File: config.mk
export PLATFORM = sky130hd
export DESIGN_NAME = reset_seq
export DESIGN_NICKNAME = d
export VERILOG_FILES = /design/src/rtl/reset_seq.sv
export SDC_FILE = /design/constraint.sdc
export NUM_CORES = 1
export LEC_CHECK = 0
export BUFFER_PORTS_ARGS = -buffer_cell sky130_fd_sc_hd__buf_2
export CAP_MARGIN = 20
export CORE_MARGIN = 1.5
export CORE_UTILIZATION = 61
export CTS_CLUSTER_DIAMETER = 80
export DETAILED_ROUTE_END_ITERATION = 16
export PLACE_DENSITY = 0.83
export SYNTH_ARGS = -nofsm -noshare
export SYNTH_HDL_FRONTEND = slang
export SYNTH_SLANG_ARGS = --single-unit
File: constraint.sdc
create_clock -name CLK -period 4.97 [get_ports CLK]
set_input_delay 0.994 -clock CLK [delete_from_list [all_inputs] [get_ports CLK]]
set_output_delay 0.994 -clock CLK [all_outputs]
set_load 0.1 [all_outputs]
File: src/rtl/reset_seq.sv
// Reset sequencer: synchronises PLL lock flags and the board reset button,
// filters lock glitches, then releases the reset domains one at a time with a
// fixed spacing. Any loss of good inputs or a software request pulls every
// domain back into reset and restarts the whole sequence from HOLD.
module reset_seq #(
  parameter int unsigned N_LOCK      = 2,
  parameter int unsigned N_DOM       = 3,
  parameter int unsigned SYNC_STAGES = 2,
  parameter int unsigned LOCK_FILT   = 16,
  parameter int unsigned STEP_DLY    = 64,
  parameter int unsigned LOSS_W      = 8
) (
  input  logic              CLK,
  input  logic              RESETn,
  input  logic [N_LOCK-1:0] LOCKED,
  input  logic              EXT_RSTn,
  input  logic              SW_REQ,
  output logic [N_DOM-1:0]  RST_OUTn,
  output logic              READY,
  output logic [LOSS_W-1:0] LOSS_CNT,
  output logic [1:0]        STATE
);

  localparam int unsigned FW   = $clog2(LOCK_FILT + 1);
  localparam int unsigned SW_W = $clog2(STEP_DLY + 1);
  localparam int unsigned DW   = (N_DOM > 1) ? $clog2(N_DOM) : 1;

  localparam logic [FW-1:0]   FILT_LAST = FW'(LOCK_FILT - 1);
  localparam logic [SW_W-1:0] STEP_LAST = SW_W'(STEP_DLY - 1);
  localparam logic [DW-1:0]   DOM_LAST  = DW'(N_DOM - 1);

  typedef enum logic [1:0] {
    ST_HOLD    = 2'd0,
    ST_FILTER  = 2'd1,
    ST_RELEASE = 2'd2,
    ST_RUN     = 2'd3
  } state_t;

  logic [SYNC_STAGES-1:0][N_LOCK-1:0] r_lock_sync;
  logic [SYNC_STAGES-1:0]             r_ext_sync;
  logic                               w_all_ok;

  state_t            r_state,    w_state_nxt;
  logic [FW-1:0]     r_filt_cnt, w_filt_nxt;
  logic [SW_W-1:0]   r_step_cnt, w_step_nxt;
  logic [DW-1:0]     r_dom_idx,  w_dom_nxt;
  logic [N_DOM-1:0]  r_rst_out,  w_rst_nxt;
  logic              r_ready,    w_ready_nxt;
  logic [LOSS_W-1:0] r_loss_cnt, w_loss_nxt;
  logic              w_go_rel;
  logic              w_abort;
  logic              w_loss;

  // Synchroniser chains for the asynchronous lock flags and reset button
  always_ff @(posedge CLK or negedge RESETn) begin
    if (!RESETn) begin
      r_lock_sync <= '0;
      r_ext_sync  <= '0;
    end else begin
      r_lock_sync <= {r_lock_sync[SYNC_STAGES-2:0], LOCKED};
      r_ext_sync  <= {r_ext_sync[SYNC_STAGES-2:0], EXT_RSTn};
    end
  end

  assign w_all_ok = (&r_lock_sync[SYNC_STAGES-1]) & r_ext_sync[SYNC_STAGES-1];

  // Sequencer state, counters and registered outputs
  always_ff @(posedge CLK or negedge RESETn) begin
    if (!RESETn) begin
      r_state    <= ST_HOLD;
      r_filt_cnt <= '0;
      r_step_cnt <= '0;
      r_dom_idx  <= '0;
      r_rst_out  <= '0;
      r_ready    <= 1'b0;
      r_loss_cnt <= '0;
    end else begin
      r_state    <= w_state_nxt;
      r_filt_cnt <= w_filt_nxt;
      r_step_cnt <= w_step_nxt;
      r_dom_idx  <= w_dom_nxt;
      r_rst_out  <= w_rst_nxt;
      r_ready    <= w_ready_nxt;
      r_loss_cnt <= w_loss_nxt;
    end
  end

  // Next-state logic; the filter counter holds the number of good cycles
  // already seen, so release fires on the edge that would make it LOCK_FILT.
  // Entering RELEASE and aborting to HOLD are shared actions applied after
  // the case so every state takes the same path.
  always_comb begin
    w_state_nxt = r_state;
    w_filt_nxt  = r_filt_cnt;
    w_step_nxt  = r_step_cnt;
    w_dom_nxt   = r_dom_idx;
    w_rst_nxt   = r_rst_out;
    w_ready_nxt = r_ready;
    w_loss_nxt  = r_loss_cnt;
    w_go_rel    = 1'b0;
    w_abort     = 1'b0;
    w_loss      = 1'b0;

    case (r_state)
      ST_HOLD: begin
        if (w_all_ok) begin
          if (LOCK_FILT == 1) begin
            w_go_rel = 1'b1;
          end else begin
            w_state_nxt = ST_FILTER;
            w_filt_nxt  = FW'(1);
          end
        end
      end
      ST_FILTER: begin
        if (!w_all_ok || SW_REQ) begin
          w_abort = 1'b1;
        end else if (r_filt_cnt == FILT_LAST) begin
          w_go_rel = 1'b1;
        end else begin
          w_filt_nxt = r_filt_cnt + FW'(1);
        end
      end
      ST_RELEASE: begin
        if (!w_all_ok) begin
          w_loss = 1'b1;
        end else if (SW_REQ) begin
          w_abort = 1'b1;
        end else if (r_step_cnt == STEP_LAST) begin
          w_step_nxt = '0;
          for (int unsigned i = 0; i < N_DOM; i++) begin
            if (DW'(i) == r_dom_idx) begin
              w_rst_nxt[i] = 1'b1;
            end
          end
          if (r_dom_idx == DOM_LAST) begin
            w_state_nxt = ST_RUN;
            w_ready_nxt = 1'b1;
          end else begin
            w_dom_nxt = r_dom_idx + DW'(1);
          end
        end else begin
          w_step_nxt = r_step_cnt + SW_W'(1);
        end
      end
      ST_RUN: begin
        if (!w_all_ok) begin
          w_loss = 1'b1;
        end else if (SW_REQ) begin
          w_abort = 1'b1;
        end
      end
      default: begin
        w_abort = 1'b1;
      end
    endcase

    if (w_go_rel) begin
      w_filt_nxt = '0;
      w_step_nxt = '0;
      w_rst_nxt  = N_DOM'(1);
      if (N_DOM == 1) begin
        w_state_nxt = ST_RUN;
        w_ready_nxt = 1'b1;
        w_dom_nxt   = '0;
      end else begin
        w_state_nxt = ST_RELEASE;
        w_dom_nxt   = DW'(1);
      end
    end

    if (w_loss || w_abort) begin
      w_state_nxt = ST_HOLD;
      w_filt_nxt  = '0;
      w_step_nxt  = '0;
      w_dom_nxt   = '0;
      w_rst_nxt   = '0;
      w_ready_nxt = 1'b0;
      if (w_loss && (r_loss_cnt != '1)) begin
        w_loss_nxt = r_loss_cnt + LOSS_W'(1);
      end
    end
  end

  assign RST_OUTn = r_rst_out;
  assign READY    = r_ready;
  assign LOSS_CNT = r_loss_cnt;
  assign STATE    = r_state;

endmodule

Word-level counts from Yosys, hierarchy flattened:

Index checks and enable logic that the tools add are counted.

* flip-flop bits (word level): 34
* bits in latches: 0
* RAM bits: 0
* ROM bits: 0
* input bits: 6
* output and inout port bits: 14
* logic and storage cells: 116
* memories: 0

* add/sub/neg operators: 4
* $mul: 0
* divide/modulo/power cells: 0
* order comparisons: 0
* eq/ne operators: 19
* shifts and indexed selects: 0
* multiplexer cells: 51
* bitwise logic cells: 1
* reduce and logical (&&, ||, !) cells: 29

Operators with widths (number)
* $mux 7: 6
* $mux 2: 14
* $ne 4x4->1 const B: 7
* $mux 5: 5
* $reduce_and 5->1: 5
* $mux 3: 6
* $reduce_bool 3->1: 6
* $mux 1: 17
* $pmux 5 s2: 1
* $add 8x1->8 const B: 1
* $ne 8x8->1 const B: 1
* $reduce_bool 2->1: 4
* $reduce_bool 4->1: 2
* $add 7x1->7 const B: 1
* $eq 7x6->1 const B: 1
* $eq 2x2->1 const B: 3
* $reduce_and 6->1: 1
* $add 5x1->5 const B: 1
* $eq 5x4->1 const B: 1
* $logic_not 2->1: 2
* $pmux 2 s2: 1
* $reduce_and 2->1: 2
* $reduce_and 4->1: 1
* $ne 3x1->1 const B: 1
* other kinds (13): 14

Logic depth before layout (Yosys ltp):

Gate-level depths: netlist (run 1).

* depth in word-level cells: 9
* gate-level depth with buffers: 7
* depth with buffers taken out: 7

Least setup slack after synthesis (run 1):

No wires, ideal clock.

* path type: reg-to-reg
* from: register r_loss_cnt[0], in the netlist LOSS_CNT[0]
* to: register r_loss_cnt[6], in the netlist LOSS_CNT[6]
* setup time: 0.162 ns
* arrival time: 1.933 ns
* required time: 4.808 ns
* path slack: 2.875 ns
* stages on the path, launching flop included: 6
* buffers on the path: 0
* period minus slack after synthesis: 2.095 ns
* cells stage by stage: dfrtp_1 -> ha_1 -> nand3_1 -> o211ai_1 -> nor3_1 -> xor2_1

* cells in the longest elaborated chain, start to end: 3
* elaborated cells on any way between the ends: 4
* those cells by class: 1 x add/sub; 1 x eq/ne; 2 x reduce/logical

Ends and longest elaborated chain
* start: declaration: RTL line 49 `logic [LOSS_W-1:0] r_loss_cnt, w_loss_nxt;`
* start signal: assignment: RTL line 84 `r_loss_cnt <= w_loss_nxt;`
* parallel branches: the longest is 3 deep, another holds $add 8x1->8

Parallel ways; which one is timed is not known.
A chain may end at the register's enable or synchronous reset.

Final worst setup path (run 1):

* from: register r_state[1], in the netlist STATE[1]
* to: output STATE[1]

RTL lines
* start: declaration: RTL line 43 `state_t r_state, w_state_nxt;`
* start signal: assignment: RTL line 78 `r_state <= w_state_nxt;`
* end: declaration: RTL line 21 `output logic [1:0] STATE`

No word-level cell between the ends.

==> summary.md, run 1 <==
| Metric | Value |
|---|---|
| Status | complete, no violations |
| Final Core Density | 0.731 |
| Post-synth EDFFs | 0 |
| Gpl congestion | 0.772 |
| Top cell types by occurrence after synthesis | dfrtp_1, nand2_1, o21ai_0 |
| GRT Resource Usage Total | 0.253 |
| Leakage power | 0.880 nW |
| Dominant cell type by area after synthesis | dfrtp_1 |
| Crit path buf inv count | 1 |
| Crit Reg-Reg Endpoint | r_filt_cnt[3] |
| Rows | 18 |
| Total Die Area | 0.00311 mm2 |
| Final setup margin | around 2.4 ns |
| CTS tree | done |
| DP HPWL | 2470 um |
| DR WL/cell | 16.1 um |
| Hold slack | 0.356 ns |
| Avg Inst Size Synth | 10.1 um2 |
| DP Cell Count | approximately 210 |
| Synthesized cell area | around 0.0017 mm2 |
| VDD IR max | 0.349 mV |
| Stages on worst setup path | 1 |
| CP Data Arrival Time | 1.61 ns |
| Slowest stage delay, CP | 0.73 ns |
| Worst Setup End Kind | output pin |
| Seq/Total Area, Yosys | 0.500 |
| Total CTS buffers | 5 |
| #FFs+latches synth | 34 |
| Clock tree sinks | 34 |
| Hold Fails Final Rpt | 0 |
| Routed Antenna Nets | 0 |
| Tot Pwr | about 0.56 mW |
| Count of cell types in the netlist | 45 |
| Tcrit/Tclk final | 0.523 |
| Post-placement setup slack | 2.36 ns |
| Delay-heaviest family, CP | flip-flops |
| Post-Synthesis Cells | 169 |
| YS warnings | 0 |
| Crit path time final | 2.60 ns |
| Setup tns final | 0 ns |
| Mapped Nets | 182 |
| Vias in the first global route | 1412 |
| Max-slew headroom | 0.424 |
| Core ar. | around 0.0026 mm2 |
| Clock-pin slew on the worst setup and hold paths | 0.10 ns |
| Synth async-reset ratio | 1.00 |
| Design area | roughly 0.0019 mm2 |
| Setup Fix Bufs, Post-CTS | 0 |
| Worst endpoint required time | a little under 4 ns |
| Initial antenna violation count | 0 |
| R2R Setup Slk | between 2 and 3 ns |
| GRT Residual Overflow | 0 |
| Drt pass-1 iters | 4 |
| Drt initial violations | 43 |
| R2r worst-path depth | 7 |
| Layout cells sized above 1 | 0.163 |
| Die Wd | 55.8 um |
| Post-cts hold buffer count | 0 |
| Ys flop type | dfrtp_1 |
| Cells along the critical path | buf_2 |
| Die Ht | 55.8 um |
| DRC | 0 |
| Final setup fails | 0 |
| RSZ-0062 raised after global routing | no |
| Synth top area share | 0.500 |
| Max Cap Viol | 0 |
| Vias | 1405 |
| Worst path slowest cell | dfrtp_1 |
| Layout Skew | 0.0176 ns |
| R2R Path Start | r_filt_cnt[0] |
| Max clock buf depth | 2 |
| Largest net degree at the start of global routing | 35 |
| Number of buffers added on ports | 19 |
| Worst hold path startpoint | r_lock_sync[1] |
| Pwr/cell area | 300 mW/mm2 |
| Hold path depth | 0 |
| H-tree depth | 2 |
| Non-Filler Instances | 220 |
| Top cells by area, synth | dfrtp_1, o21ai_0, ha_1 |
| Fmax | 385 MHz |
| Effective utilization at floorplan | 0.662 |
| Crit-path max FO | 20 |
| # resized after CTS | 0 |
| Slew @ Worst Pin | 0.861 ns |
| Layout area overhead | 10.4% |
| Dpl cell area | 0.00180 mm2 |
| Worst-Skew Late Latency | 0.34 ns |
| Clk root buf | clkbuf_4 |
| Hold Path End | r_lock_sync[3] |
| Top-level port count | 20 |
| Most frequent cell after synthesis | dfrtp_1 |
| First-pass GRT wire length | 6140 um |
| Via density per instance | approximately 6.4 |
| Worst min path class | register to register |
| Critical path class | register to output pin |
| Layout net count | just over 200 |
| Slew Limit Fails | 0 |
| # diodes | 0 |
| Worst setup SP type | register |
| Final wirelength | 3550 um |
-- placed cells by master (no fill, tap or decap), types with 3 or more instances in the layout --
| master | count |
|---|---|
| o22ai_1 | 3 |
| o21ai_0 | 19 |
| a21oi_1 | 7 |
| clkbuf_8 | 3 |
| xnor2_1 | 5 |
| dfrtp_1 | 34 |
| inv_1 | 5 |
| xor2_1 | 3 |
| ha_1 | 7 |
| nor2_1 | 7 |
| nor3_1 | 4 |
| nand4_1 | 4 |
| clkbuf_4 | 5 |
| nand3_1 | 7 |
| nand2_1 | 22 |
| buf_2 | 19 |
-- cell families (layout without fill, tap and decap cells) --
| logic type | count (synthesis) | in the layout | synth area share |
|---|---|---|---|
| AO/OA/AOI/OAI | 49 | 49 | 0.185 |
| XOR/XNOR | 8 | 8 | 0.0412 |
| adder cells (fa/ha/maj) | 7 | 7 | 0.0515 |
| buffers and inverters | 11 | 32 | 0.0309 |
| flip-flops | 34 | 34 | 0.500 |
| multiplexers | 1 | 1 | 0.00662 |
| AND/OR/NAND/NOR | 59 | 59 | 0.184 |
-- cell type report --
class	count	area (um2)
timing repair buffer	19	95.1
fill	193	689
tap	30	37.5
inverter	5	18.8
multi-input combinational	124	797
sequential	34	851
clock buffer	8	78.8
-- metal layers --
| metal | vias up | track usage | wire [um] |
|---|---|---|---|
| li1 | 664 | - | - |
| met3 | 4 | 0.0767 | 151 |
| met4 | 0 | 0.101 | 25 |
| met2 | 37 | 0.446 | 1880 |
| met1 | 700 | 0.284 | 1490 |
| met5 | - | 0 | 0 |
-- how the worst max path moves through the flow --
| stage | from | endpoint | slack [ns] |
|---|---|---|---|
| after floorplan | LOSS_CNT[0] | LOSS_CNT[6] | 2.87 |
| final | STATE[1] | STATE[1] | 2.37 |
| after global routing | STATE[1] | STATE[1] | 2.26 |
| after global placement | SW_REQ | RST_OUTn[0] | 2.50 |
| after CTS | STATE[1] | STATE[1] | 2.36 |
| after detailed placement | SW_REQ | r_dom_idx[0] | 2.36 |
-- report_power, final --
part / total (mW) / switching (mW) / leakage [nW] / internal [mW]
Sequential: 0.298 / 0.0108 / 0.454 / 0.288
Combinational: 0.0756 / 0.0576 / 0.382 / 0.0180
Clock: 0.190 / 0.0932 / 0.0446 / 0.0966
Total: 0.564 / 0.162 / 0.880 / 0.402
-- flip-flops by register name, summed over array words and instances (netlist names) --
name and flops:
r_step_cnt 7, r_lock_sync 4, STATE 2, READY 1, r_filt_cnt 5, RST_OUTn 3
r_dom_idx 2, r_ext_sync 2, LOSS_CNT 8
-- worst register-to-register path: cells and delay by family, from the launching register on --
| family | cells | cell delay [ns] |
|---|---|---|
| simple gates | 4 | 0.97 |
| fa+ha+maj | 2 | 0.56 |
| flops | 1 | 0.46 |
| compound gates | 1 | 0.14 |
Power figures use the tool's default switching activity.
==> run 2: changes to the inputs <==
Settings changed: CORE_UTILIZATION 61 to 57, PLACE_DENSITY 0.83 to 0.78.
Clock period 4.97 ns to 2.5 ns, I/O delays scaled along.
==> summary.md, run 2 (synthesis results as in run 1) <==
| Metric | Value |
|---|---|
| DR WL/cell | 14.1 um (was 16.1 um) |
| DP HPWL | 2250 um (was 2470 um) |
| Post-cts hold buffer count | 0 (unchanged) |
| Max-slew headroom | 0.431 (was 0.424) |
| Largest net degree at the start of global routing | 35 (unchanged) |
| DRC | 0 (unchanged) |
| Clk root buf | clkbuf_4 (unchanged) |
| Layout Skew | 0.0197 ns (was 0.0176 ns) |
| Gpl congestion | 0.810 (was 0.772) |
| Routed Antenna Nets | 0 (unchanged) |
| RSZ-0062 raised after global routing | no (unchanged) |
| Worst-Skew Late Latency | 0.34 ns (about the same) |
| Filler instances | 230 (was 193) |
| Non-Filler Instances | 223 (was 220) |
| Effective utilization at floorplan | 0.611 (was 0.662) |
| R2r worst-path depth | 7 (unchanged) |
| Clock-pin slew on the worst setup and hold paths | 0.11 ns (was 0.10 ns) |
| Setup tns final | 0 ns (unchanged) |
| First-pass GRT wire length | 5710 um (was 6140 um) |
| GRT Resource Usage Total | 0.226 (was 0.253) |
| CP Data Arrival Time | 2.46 ns (was 1.61 ns) |
| Die Wd | 57.6 um (was 55.8 um) |
| Layout area overhead | 10.3% (was 10.4%) |
| Worst min path class | input pin to asynchronous set/reset pin (was register to register) |
| Drt pass-1 iters | 4 (unchanged) |
| Fmax | 447 MHz |
| Max clock buf depth | 2 (unchanged) |
| H-tree depth | 2 (unchanged) |
| Total CTS buffers | 5 (unchanged) |
| Via density per instance | 6.11 (was 6.39) |
| Final setup fails | 0 (unchanged) |
| Layout net count | 204 (was 202) |
| Slew @ Worst Pin | 0.850 ns (was 0.861 ns) |
| Critical path class | register to register (was register to output pin) |
| Leakage power | 0.881 nW (was 0.880 nW) |
| Drt initial violations | 67 (was 43) |
| Status | complete, no violations (unchanged) |
| Slew Limit Fails | 0 (unchanged) |
| R2R Path Start | r_filt_cnt[0] (unchanged) |
| Worst endpoint required time | 2.73 ns (was 3.98 ns) |
| Vias in the first global route | 1309 (was 1412) |
| CTS tree | done (unchanged) |
| Most frequent cells in the layout | dfrtp_1, nand2_1, o21ai_0, buf_2 (unchanged) |
| Worst Setup End Kind | register (was output pin) |
| GRT Residual Overflow | 0 (unchanged) |
| Max reg flops | 8 (unchanged) |
| Crit path time final | 2.24 ns |
| Total Die Area | 0.00332 mm2 (was 0.00311 mm2) |
| Crit-path max FO | 8 (was 20) |
| DP Cell Count | 215 (was 212) |
| Dpl cell area | 0.00182 mm2 (was 0.00180 mm2) |
| R2R Setup Slk | 0.27 ns (was 2.78 ns) |
| Worst setup SP type | register (unchanged) |
| Tcrit/Tclk final | 0.894 |
| Clock tree sinks | 34 (unchanged) |
| Final wirelength | 3150 um (was 3550 um) |
| # resized after CTS | 0 (unchanged) |
| Commonest non-fill, non-tap cell in the layout | dfrtp_1 (unchanged) |
| # diodes | 0 (unchanged) |
| Setup Fix Bufs, Post-CTS | 0 (unchanged) |
| Top-level port count | 20 (unchanged) |
| Die Ht | 57.6 um (was 55.8 um) |
| Hold Fails Final Rpt | 0 (unchanged) |
| Final Core Density | 0.674 (was 0.731) |
| Layout cells sized above 1 | 0.167 (was 0.163) |
| Max Cap Viol | 0 (unchanged) |
| Initial antenna violation count | 0 (unchanged) |
| Rows | 19 (was 18) |
| Vias | 1362 (was 1405) |
| Core ar. | 0.00278 mm2 (was 0.00257 mm2) |
| Design area | 0.00188 mm2 (about the same) |
| Crit Reg-Reg Endpoint | r_dom_idx[1] (was r_filt_cnt[3]) |
| Pwr/cell area | 561 mW/mm2 (was 300 mW/mm2) |
| VDD IR max | 0.456 mV (was 0.349 mV) |
| Number of buffers added on ports | 19 (unchanged) |
| Hold slack | 0.201 ns (was 0.356 ns) |
==> run 2: metal layers <==
layer  up-vias  global-route usage  share of wire  wire length [um]
li1        663                   -              -                 -
met3         4              0.0647          0.047               148
met2        33               0.347           0.49              1550
met5         -                   0              0                 0
met1       662               0.295           0.45              1410
met4         0               0.113          0.011                34
==> run 2: worst max path at each step <==
stage	startpoint	endpoint	slack, ns	cells past startpoint
after floorplan	LOSS_CNT[0]	LOSS_CNT[6]	0.40	5
after global placement	r_filt_cnt[0]	r_dom_idx[1]	0.44	7
after detailed placement	r_filt_cnt[0]	r_dom_idx[1]	0.31	7
after CTS	r_filt_cnt[0]	r_dom_idx[1]	0.27	7
after global routing	r_filt_cnt[0]	r_dom_idx[1]	0.11	7
final	r_filt_cnt[0]	r_dom_idx[1]	0.27	7
==> run 2: layout make-up <==
type / instances / area, um2 / share of cell area
flip-flops and latches: 34 / 851 / 0.454
multi-input cells: 124 / 797 / 0.425
repair buffers: 21 / 110 / 0.0587
clock buffers: 7 / 55.1 / 0.0294
well taps: 31 / 38.8 / 0.0207
inverters: 5 / 18.8 / 0.0100
clock inverters: 1 / 5.00 / 0.00267
==> run 2: where the power goes <==
part | leakage (nW) | total [mW] | switching (mW) | internal (mW)
clock network | 0.0353 | 0.310 | 0.174 | 0.136
logic | 0.391 | 0.149 | 0.112 | 0.0366
registers | 0.454 | 0.593 | 0.0208 | 0.572
total | 0.881 | 1.05 | 0.307 | 0.745
==> run 2: critical path: stages (launching register included) <==
cell and delay [ns]:
dfrtp_1 0.45, ha_1 0.26, and3_1 0.20, ha_1 0.28
and2b_1 0.23, o22ai_1 0.34, o311ai_0 0.23, o31ai_1 0.12
==> run 2: stage by stage <==
step / power (mW) / setup slack (ns)
3_5_place_dp: 0.753 / 0.312
4_1_cts: 1.07 / 0.274
3_3_place_gp: 0.749 / 0.441
5_1_grt: 1.11 / 0.108
2_1_floorplan: 0.713 / 0.405
6_report: 1.05 / 0.265
